===== src/rtl/mem_data_ctrl.sv =====
// rtl/mem_data_ctrl.sv - MEM-stage data port controller bridging the pipeline to an SRAM-like bus
module mem_data_ctrl (
  input  logic        clk,
  input  logic        resetn,
  input  logic        mem_valid,
  input  logic        mem_load,
  input  logic        mem_store,
  input  logic [1:0]  mem_size,
  input  logic [31:0] mem_addr,
  input  logic [31:0] mem_wdata,
  input  logic        mem_ex,
  input  logic        refresh,
  input  logic        stall_in,
  output logic        data_req,
  output logic        data_wr,
  output logic [1:0]  data_size,
  output logic [31:0] data_addr,
  output logic [3:0]  data_wstrb,
  output logic [31:0] data_wdata,
  input  logic        data_addr_ok,
  input  logic        data_data_ok,
  input  logic [31:0] data_rdata,
  output logic [31:0] mem_rdata,
  output logic        mem_stall,
  output logic        addr_err
);

  typedef enum logic [2:0] {S_IDLE, S_REQ, S_WAIT, S_DONE, S_DISCARD} state_t;

  state_t      state_q, state_d;
  logic [31:0] rdata_q, rdata_d;
  logic        req_wr_q, req_wr_d;
  logic [1:0]  req_size_q, req_size_d;
  logic [31:0] req_addr_q, req_addr_d;
  logic [3:0]  req_wstrb_q, req_wstrb_d;
  logic [31:0] req_wdata_q, req_wdata_d;
  logic        flush_seen_q, flush_seen_d;

  logic        mem_op;
  logic        access;
  logic [3:0]  wstrb_in;
  logic [31:0] wdata_in;

  assign mem_op    = mem_valid & (mem_load | mem_store);
  assign access    = mem_op & ~mem_ex & ~addr_err & ~refresh;
  assign mem_rdata = rdata_q;

  // Flag half/word accesses that are not naturally aligned
  always_comb begin
    addr_err = 1'b0;
    if (mem_op) begin
      if (mem_size == 2'd1 && mem_addr[0]) begin
        addr_err = 1'b1;
      end else if (mem_size == 2'd2 && mem_addr[1:0] != 2'b00) begin
        addr_err = 1'b1;
      end
    end
  end

  // Byte strobes and replicated write data derived from the access size
  always_comb begin
    wstrb_in = 4'b0000;
    wdata_in = mem_wdata;
    case (mem_size)
      2'd0: begin
        wstrb_in = 4'b0001 << mem_addr[1:0];
        wdata_in = {4{mem_wdata[7:0]}};
      end
      2'd1: begin
        wstrb_in = mem_addr[1] ? 4'b1100 : 4'b0011;
        wdata_in = {2{mem_wdata[15:0]}};
      end
      default: begin
        wstrb_in = 4'b1111;
        wdata_in = mem_wdata;
      end
    endcase
    if (!mem_store) begin
      wstrb_in = 4'b0000;
    end
  end

  // Transaction sequencing, bus outputs and pipeline stall
  always_comb begin
    state_d      = state_q;
    rdata_d      = rdata_q;
    req_wr_d     = req_wr_q;
    req_size_d   = req_size_q;
    req_addr_d   = req_addr_q;
    req_wstrb_d  = req_wstrb_q;
    req_wdata_d  = req_wdata_q;
    flush_seen_d = flush_seen_q;
    data_req     = 1'b0;
    data_wr      = 1'b0;
    data_size    = 2'd0;
    data_addr    = 32'd0;
    data_wstrb   = 4'd0;
    data_wdata   = 32'd0;
    mem_stall    = 1'b0;
    case (state_q)
      S_IDLE: begin
        if (access) begin
          data_req     = 1'b1;
          data_wr      = mem_store;
          data_size    = mem_size;
          data_addr    = mem_addr;
          data_wstrb   = wstrb_in;
          data_wdata   = wdata_in;
          mem_stall    = 1'b1;
          req_wr_d     = mem_store;
          req_size_d   = mem_size;
          req_addr_d   = mem_addr;
          req_wstrb_d  = wstrb_in;
          req_wdata_d  = wdata_in;
          flush_seen_d = 1'b0;
          state_d      = data_addr_ok ? S_WAIT : S_REQ;
        end
      end
      S_REQ: begin
        // The bus request cannot be withdrawn, so a flush is remembered and
        // the eventual response is dropped.
        data_req   = 1'b1;
        data_wr    = req_wr_q;
        data_size  = req_size_q;
        data_addr  = req_addr_q;
        data_wstrb = req_wstrb_q;
        data_wdata = req_wdata_q;
        mem_stall  = ~refresh;
        if (refresh) begin
          flush_seen_d = 1'b1;
        end
        if (data_addr_ok) begin
          state_d = (flush_seen_q | refresh) ? S_DISCARD : S_WAIT;
        end
      end
      S_WAIT: begin
        mem_stall = ~refresh;
        if (data_data_ok) begin
          state_d = refresh ? S_IDLE : S_DONE;
          if (!refresh && !req_wr_q) begin
            rdata_d = data_rdata;
          end
        end else if (refresh) begin
          state_d = S_DISCARD;
        end
      end
      S_DONE: begin
        if (!stall_in || refresh) begin
          state_d = S_IDLE;
        end
      end
      S_DISCARD: begin
        mem_stall = mem_op;
        if (data_data_ok) begin
          state_d = S_IDLE;
        end
      end
      default: begin
        state_d = S_IDLE;
      end
    endcase
    if (!resetn) begin
      data_req   = 1'b0;
      data_wr    = 1'b0;
      data_size  = 2'd0;
      data_addr  = 32'd0;
      data_wstrb = 4'd0;
      data_wdata = 32'd0;
      mem_stall  = 1'b0;
    end
  end

  // State, loaded data and request registers
  always_ff @(posedge clk) begin
    if (!resetn) begin
      state_q      <= S_IDLE;
      rdata_q      <= 32'd0;
      req_wr_q     <= 1'b0;
      req_size_q   <= 2'd0;
      req_addr_q   <= 32'd0;
      req_wstrb_q  <= 4'd0;
      req_wdata_q  <= 32'd0;
      flush_seen_q <= 1'b0;
    end else begin
      state_q      <= state_d;
      rdata_q      <= rdata_d;
      req_wr_q     <= req_wr_d;
      req_size_q   <= req_size_d;
      req_addr_q   <= req_addr_d;
      req_wstrb_q  <= req_wstrb_d;
      req_wdata_q  <= req_wdata_d;
      flush_seen_q <= flush_seen_d;
    end
  end

endmodule


===== config.mk =====
export PLATFORM = sky130hd
export DESIGN_NAME = mem_data_ctrl
export DESIGN_NICKNAME = d
export VERILOG_FILES = /design/src/rtl/mem_data_ctrl.sv
export SDC_FILE = /design/constraint.sdc
export NUM_CORES = 1
export LEC_CHECK = 0
export ABC_AREA = 1
export CORE_ASPECT_RATIO = 0.6
export CORE_MARGIN = 2
export CORE_UTILIZATION = 46
export DETAILED_ROUTE_END_ITERATION = 10
export GPL_TIMING_DRIVEN = 0
export PLACE_DENSITY = 0.85
export SLEW_MARGIN = 5
export SYNTH_ARGS = -nofsm -noshare
export SYNTH_HDL_FRONTEND = slang
export SYNTH_SLANG_ARGS = --single-unit

===== constraint.sdc =====
create_clock -name clk -period 4.1 [get_ports clk]
set_input_delay 0.82 -clock clk [delete_from_list [all_inputs] [get_ports clk]]
set_output_delay 0.82 -clock clk [all_outputs]
set_load 0.03 [all_outputs]

# Yosys cells after proc, flatten, opt, wreduce, memory -nomap -nowiden

Cells that the tools add are included.

Equality and inequality tests: 12
Shifts and indexed selects: 1
Reduce and logical (&&, ||, !) cells: 16
Bitwise operators: 9
Muxes and demuxes: 40

Operator list:

| kind                                            | count |
|---|---|
| case mux 32 bit (2 select lines)                | 3 |
| 2-to-1 mux 32 bit                               | 4 |
| 2-to-1 mux 3 bit                                | 7 |
| 2-to-1 mux 4 bit                                | 4 |
| case mux 4 bit (2 select lines)                 | 2 |
| case mux 3 bit (5 select lines)                 | 1 |
| 2-to-1 mux 1 bit                                | 10 |
| inequality test 2 bit, second input constant    | 5 |
| 2-to-1 mux 2 bit                                | 4 |
| == test 3 x 2 -> 1 bit, second input constant   | 2 |
| case mux 1 bit (2 select lines)                 | 3 |
| AND reduction 3 bit                             | 2 |
| AND reduction 5 bit                             | 1 |
| AND 1 bit                                       | 4 |
| case mux 2 bit (2 select lines)                 | 1 |
| nonzero test 2 bit                              | 2 |
| left shift 1 x 2 -> 4 bit, first input constant | 1 |
| == test 3 x 1 -> 1 bit, second input constant   | 1 |
| == test 3 bit, second input constant            | 1 |
| logical AND 1 bit                               | 3 |
| logical NOT 1 bit                               | 3 |
| logical NOT 3 bit                               | 1 |
| inequality test 3 bit, second input constant    | 1 |
| NOT 1 bit                                       | 3 |
| other kinds (8)                                 | 9 |

Output and inout port bits: 106
Register bits: 107
Word-level logic and storage cells: 86
Bits of input ports: 108

# Longest topological paths before layout

Depth after elaboration: 11
Gate-level depth with buffers: 10
Depth with buffers taken out: 8

# Worst setup path after synthesis

OpenSTA, ideal clock, no wires.

Kind: input to output
Start point: input port mem_size[0]
End point: output port data_addr[26]
Slack: 1.100 ns
Required time: 3.280 ns
Buffers on the path: 2
Arrival time: 2.180 ns
Stages on the path: 9
Cell sequence: nor2_1 nor2_1 nand2_1 nand4_2 inv_2 buf_6 buf_4 nand2_1 a21oi_1

Word-level cells in the longest chain between the ends: 11
Elaborated cells between the ends (all ways): 13
Those cells by class: eq/ne: 2; mux: 6; bitwise: 3; reduce/logical: 2

RTL lines:

| item                                 | RTL line | text |
|---|---|---|
| from (decl)                          | 8        | `input logic [1:0] mem_size,` |
| == test 2 bit                        | 54       | `end else if (mem_size == 2'd2 && mem_addr[1:0] != 2'b00) begin` |
| logical AND 1 bit                    | 54       |  |
| 2-to-1 mux 1 bit                     | 54       |  |
| 2-to-1 mux 1 bit (*)                 | 52       | `if (mem_size == 2'd1 && mem_addr[0]) begin` |
| 2-to-1 mux 1 bit (*)                 | 51       | `if (mem_op) begin` |
| NOT 1 bit (*)                        | 45       | `assign access = mem_op & ~mem_ex & ~addr_err & ~refresh;` |
| AND 1 bit (*) (2 in a row)           | 45       |  |
| 2-to-1 mux 32 bit (*)                | 102      | `if (access) begin` |
| case mux 32 bit (2 select lines) (*) | 100      | `case (state_q)` |
| 2-to-1 mux 32 bit (*)                | 162      | `if (!resetn) begin` |
| to (decl)                            | 17       | `output logic [31:0] data_addr,` |

Mark *: on every way between the ends. The rest lies on a longest branch, timed or not.

# Final worst setup path

Start point: input port mem_size[0]
End point: output port data_size[0]

Word-level cells in the longest chain between the ends: 11
Elaborated cells between the ends (all ways): 13
Those cells by class: eq/ne: 2; mux: 6; bitwise: 3; reduce/logical: 2

RTL lines:

| item                                | RTL line | text |
|---|---|---|
| == test 2 bit                       | 54       |  |
| logical AND 1 bit                   | 54       |  |
| 2-to-1 mux 1 bit                    | 54       |  |
| 2-to-1 mux 1 bit                    | 52       |  |
| 2-to-1 mux 1 bit                    | 51       |  |
| NOT 1 bit                           | 45       |  |
| AND 1 bit (2 in a row)              | 45       |  |
| 2-to-1 mux 2 bit (*)                | 102      |  |
| case mux 2 bit (2 select lines) (*) | 100      |  |
| 2-to-1 mux 2 bit (*)                | 162      |  |
| to (decl)                           | 16       | `output logic [1:0] data_size,` |

Marked as above.

==> flow_metrics.tcl <==
set metrics [dict create \
    worstMarginPinSlew_ns 0.5640 \
    cp.arrival_ns 3.19 \
    clock_sinks 107 \
    worstPathCellList "clkdlybuf4s50_1 > nor2_2 > nor2_1 > nand2_1 > nand4_2 > inv_2 > buf_6 > buf_4 > nand2_1 > a21oi_1 > clkdlybuf4s15_1" \
    ys_ff_latch 107 \
    met3_length_um 1903 \
    cts_buffers 9 \
    initialDrtViolationCount 449 \
    syn_avg_cell_area_um2 6.490 \
    dpl.cell_count 1117 \
    grt_pass1_vias 5307 \
    die_w_um 138.2 \
    yosysSeqAreaShare_pct 43.09 \
    grt_max_degree 18 \
    postCtsSetupRepairBufs 0 \
    cts-htree-levels 3 \
    vias 5862 \
    synthCells 766 \
    cts.clk_slew.worst_paths_ns 0.07 \
    min_period_ns 4.012 \
    ys.warnings.count 0 \
    regArea_um2 2142 \
    grt_pass1_wl_um 26430 \
    rsz0062_at_grt "no" \
    yosysUniqueCellTypes 20 \
    vias_per_cell 5.174 \
    diodes 0 \
    slew_violations 0 \
    fin_ws_ns 0.08796 \
    p_per_area_nw_per_um2 299.8 \
    drtAntennaViolNets 0 \
    ctsHoldBuffers 0 \
    final_common_cell "nand2_1" \
    setup_viol_count_final 0 \
    wire_per_inst_um 14.71 \
    initial_core_util_pct 47.08 \
    ir_drop_v 0.0002115 \
    met1Wirelength_um 7394 \
    nNetsFinal 1097 \
    top_level_ports 214 \
    syn-num-nets 874 \
    grtUsageTotal_pct 28.04 \
    end_kind "output port" \
    grt-ovfl-total 0 \
    hold_class "reg2reg" \
    clk_path_buf_depth 2 \
    slowest_stage "clkdlybuf4s50_1" \
    hold_viol 0 \
    layout_common_cells "256 x nand2_1, 148 x a21oi_1, 139 x clkdlybuf4s50_1" \
    firstDrtPassIters 5 \
    cap_violations 0 \
    cp.required_ns 3.28 \
    layout-drive-gt1-share_pct 5.231 \
    wirelength_um 16670 \
    syn_area_um2 4971 \
    row_count 29 \
    cts_tree "yes" \
    drc 0 \
    antenna_found_initial 0 \
    die_h_um 84.52 \
    die-area_um2 11680 \
    outcome "complete, no violations" \
    multi_input_area_um2 2495 \
    core_um2 10560 \
    hpwlAfterDp_um 12680 \
    cpMostUsedCell "nand2_1" \
    max_freq_mhz 249.3 \
    area_growth_pct 51.02 \
    wl_met2_um 7149 \
    leakagePower_nw 3.231 \
    path_class "in2out" \
    whs_ns 0.4635 \
    relSlewSlack_pct 62.40 \
    path_max_fanout 10 \
    portBuffers 212 \
    timing.final.crit_share_pct 97.85 \
    num-fill-cells 920 \
    place_ws_ns -0.2241 \
    clock_latency_ns 0.35 \
    cpPeakStageDelay_ns 0.61 \
    instances_no_fill 1133 \
    root_buffer "clkbuf_16" \
    post_dp_cell_area_um2 7267 \
    fin_skew_ns 0.009848 \
    gp_congestion 0.9714 \
    highest_layer "met4" \
    final_area_um2 7507 \
    startpoint_type "input pin" \
]
## cells in the mapped netlist
master	instances	area (um^2)
buf_6	1	11.26
nor2_4	1	11.26
nand3_1	17	85.08
o21a_1	1	7.510
inv_1	21	78.83
buf_4	7	52.55
o21ai_0	39	195.2
nand2_1	256	960.9
a31oi_1	1	6.260
nand4_1	1	6.260
clkbuf_1	30	112.6
nor3_1	3	15.01
a21oi_1	148	740.7
inv_2	3	11.26
dfxtp_1	107	2142
nand4_2	1	12.51
nor2_1	107	401.6
buf_2	14	70.07
nor2_2	2	12.51
o22ai_1	6	37.54
## timing repair
action | in CTS | in global routing
gates resized for setup | 59 | 29
endpoints found under the setup margin | 68 | 22
pin swaps | 0 | 0
## layer usage
| layer | track usage (%) | vias to the layer above |
|---|---|---|
| met5 | 0 | - |
| met3 | 9.412 | 22 |
| met4 | 6.308 | 0 |
| met2 | 43.07 | 281 |
| li1 | - | 2931 |
| met1 | 38.49 | 2628 |
## worst paths after layout
check | startpoint | endpoint | slack, ns | depth (start not counted)
setup / recovery | mem_size[0] | data_size[0] | 0.09 | 11
hold / removal | req_wdata_q[30]$_SDFFE_PN0P_ | req_wdata_q[30]$_SDFFE_PN0P_ | 0.46 | 2
setup reg to reg | state_q[2]$_SDFFE_PN0P_ | req_size_q[0]$_SDFFE_PN0P_ | 2.29 | 9
hold reg to reg | req_wdata_q[30]$_SDFFE_PN0P_ | req_wdata_q[30]$_SDFFE_PN0P_ | 0.46 | 2
## cell type report
| type | instances | share of cell area (%) |
|---|---|---|
| multi-input cells | 583 | 33.23 |
| flip-flops and latches | 107 | 28.53 |
| repair buffers | 212 | 27.58 |
| clock buffers | 11 | 3.367 |
| plain buffers | 52 | 3.300 |
| well taps | 139 | 2.317 |
| inverters | 24 | 1.200 |
| clock inverters | 5 | 0.4667 |
## metrics by stage
step,utilization [%],power [W],setup TNS (ns)
floorplan,-,0.001251,0
global placement,68.82,0.001428,-6.072
detailed placement,68.82,0.001431,-7.481
CTS,70.89,0.002258,0
global route,71.10,0.002332,0
finish,71.10,0.002251,0
## worst max-delay path, delay by kind of cell
family / cells / cell delay, ns
AOI/OAI and AO/OA: 1 / 0.14
and+or+nand+nor: 5 / 0.71
buffers and inverters: 5 / 1.52
## report_power, final
group	switching (W)	leakage [nW]	internal, W
sequential	0.0000105	0.865	0.00106
clock	0.000395	0.142	0.000448
combinational	0.000183	2.22	0.000154
## state kept, by name, indices dropped and copies added (netlist names)
register / flops
state_q: 3
req_size_q: 2
req_wr_q: 1
flush_seen_q: 1
mem_rdata: 32
req_addr_q: 32
req_wdata_q: 32
req_wstrb_q: 4
## kinds of logic after synthesis
kind of cell | Yosys count | synth area share (%)
compound gates | 195 | 19.86
buf+inv | 76 | 6.771
flops | 107 | 43.09
simple gates | 388 | 30.28
(Power assumes the default switching activity.)
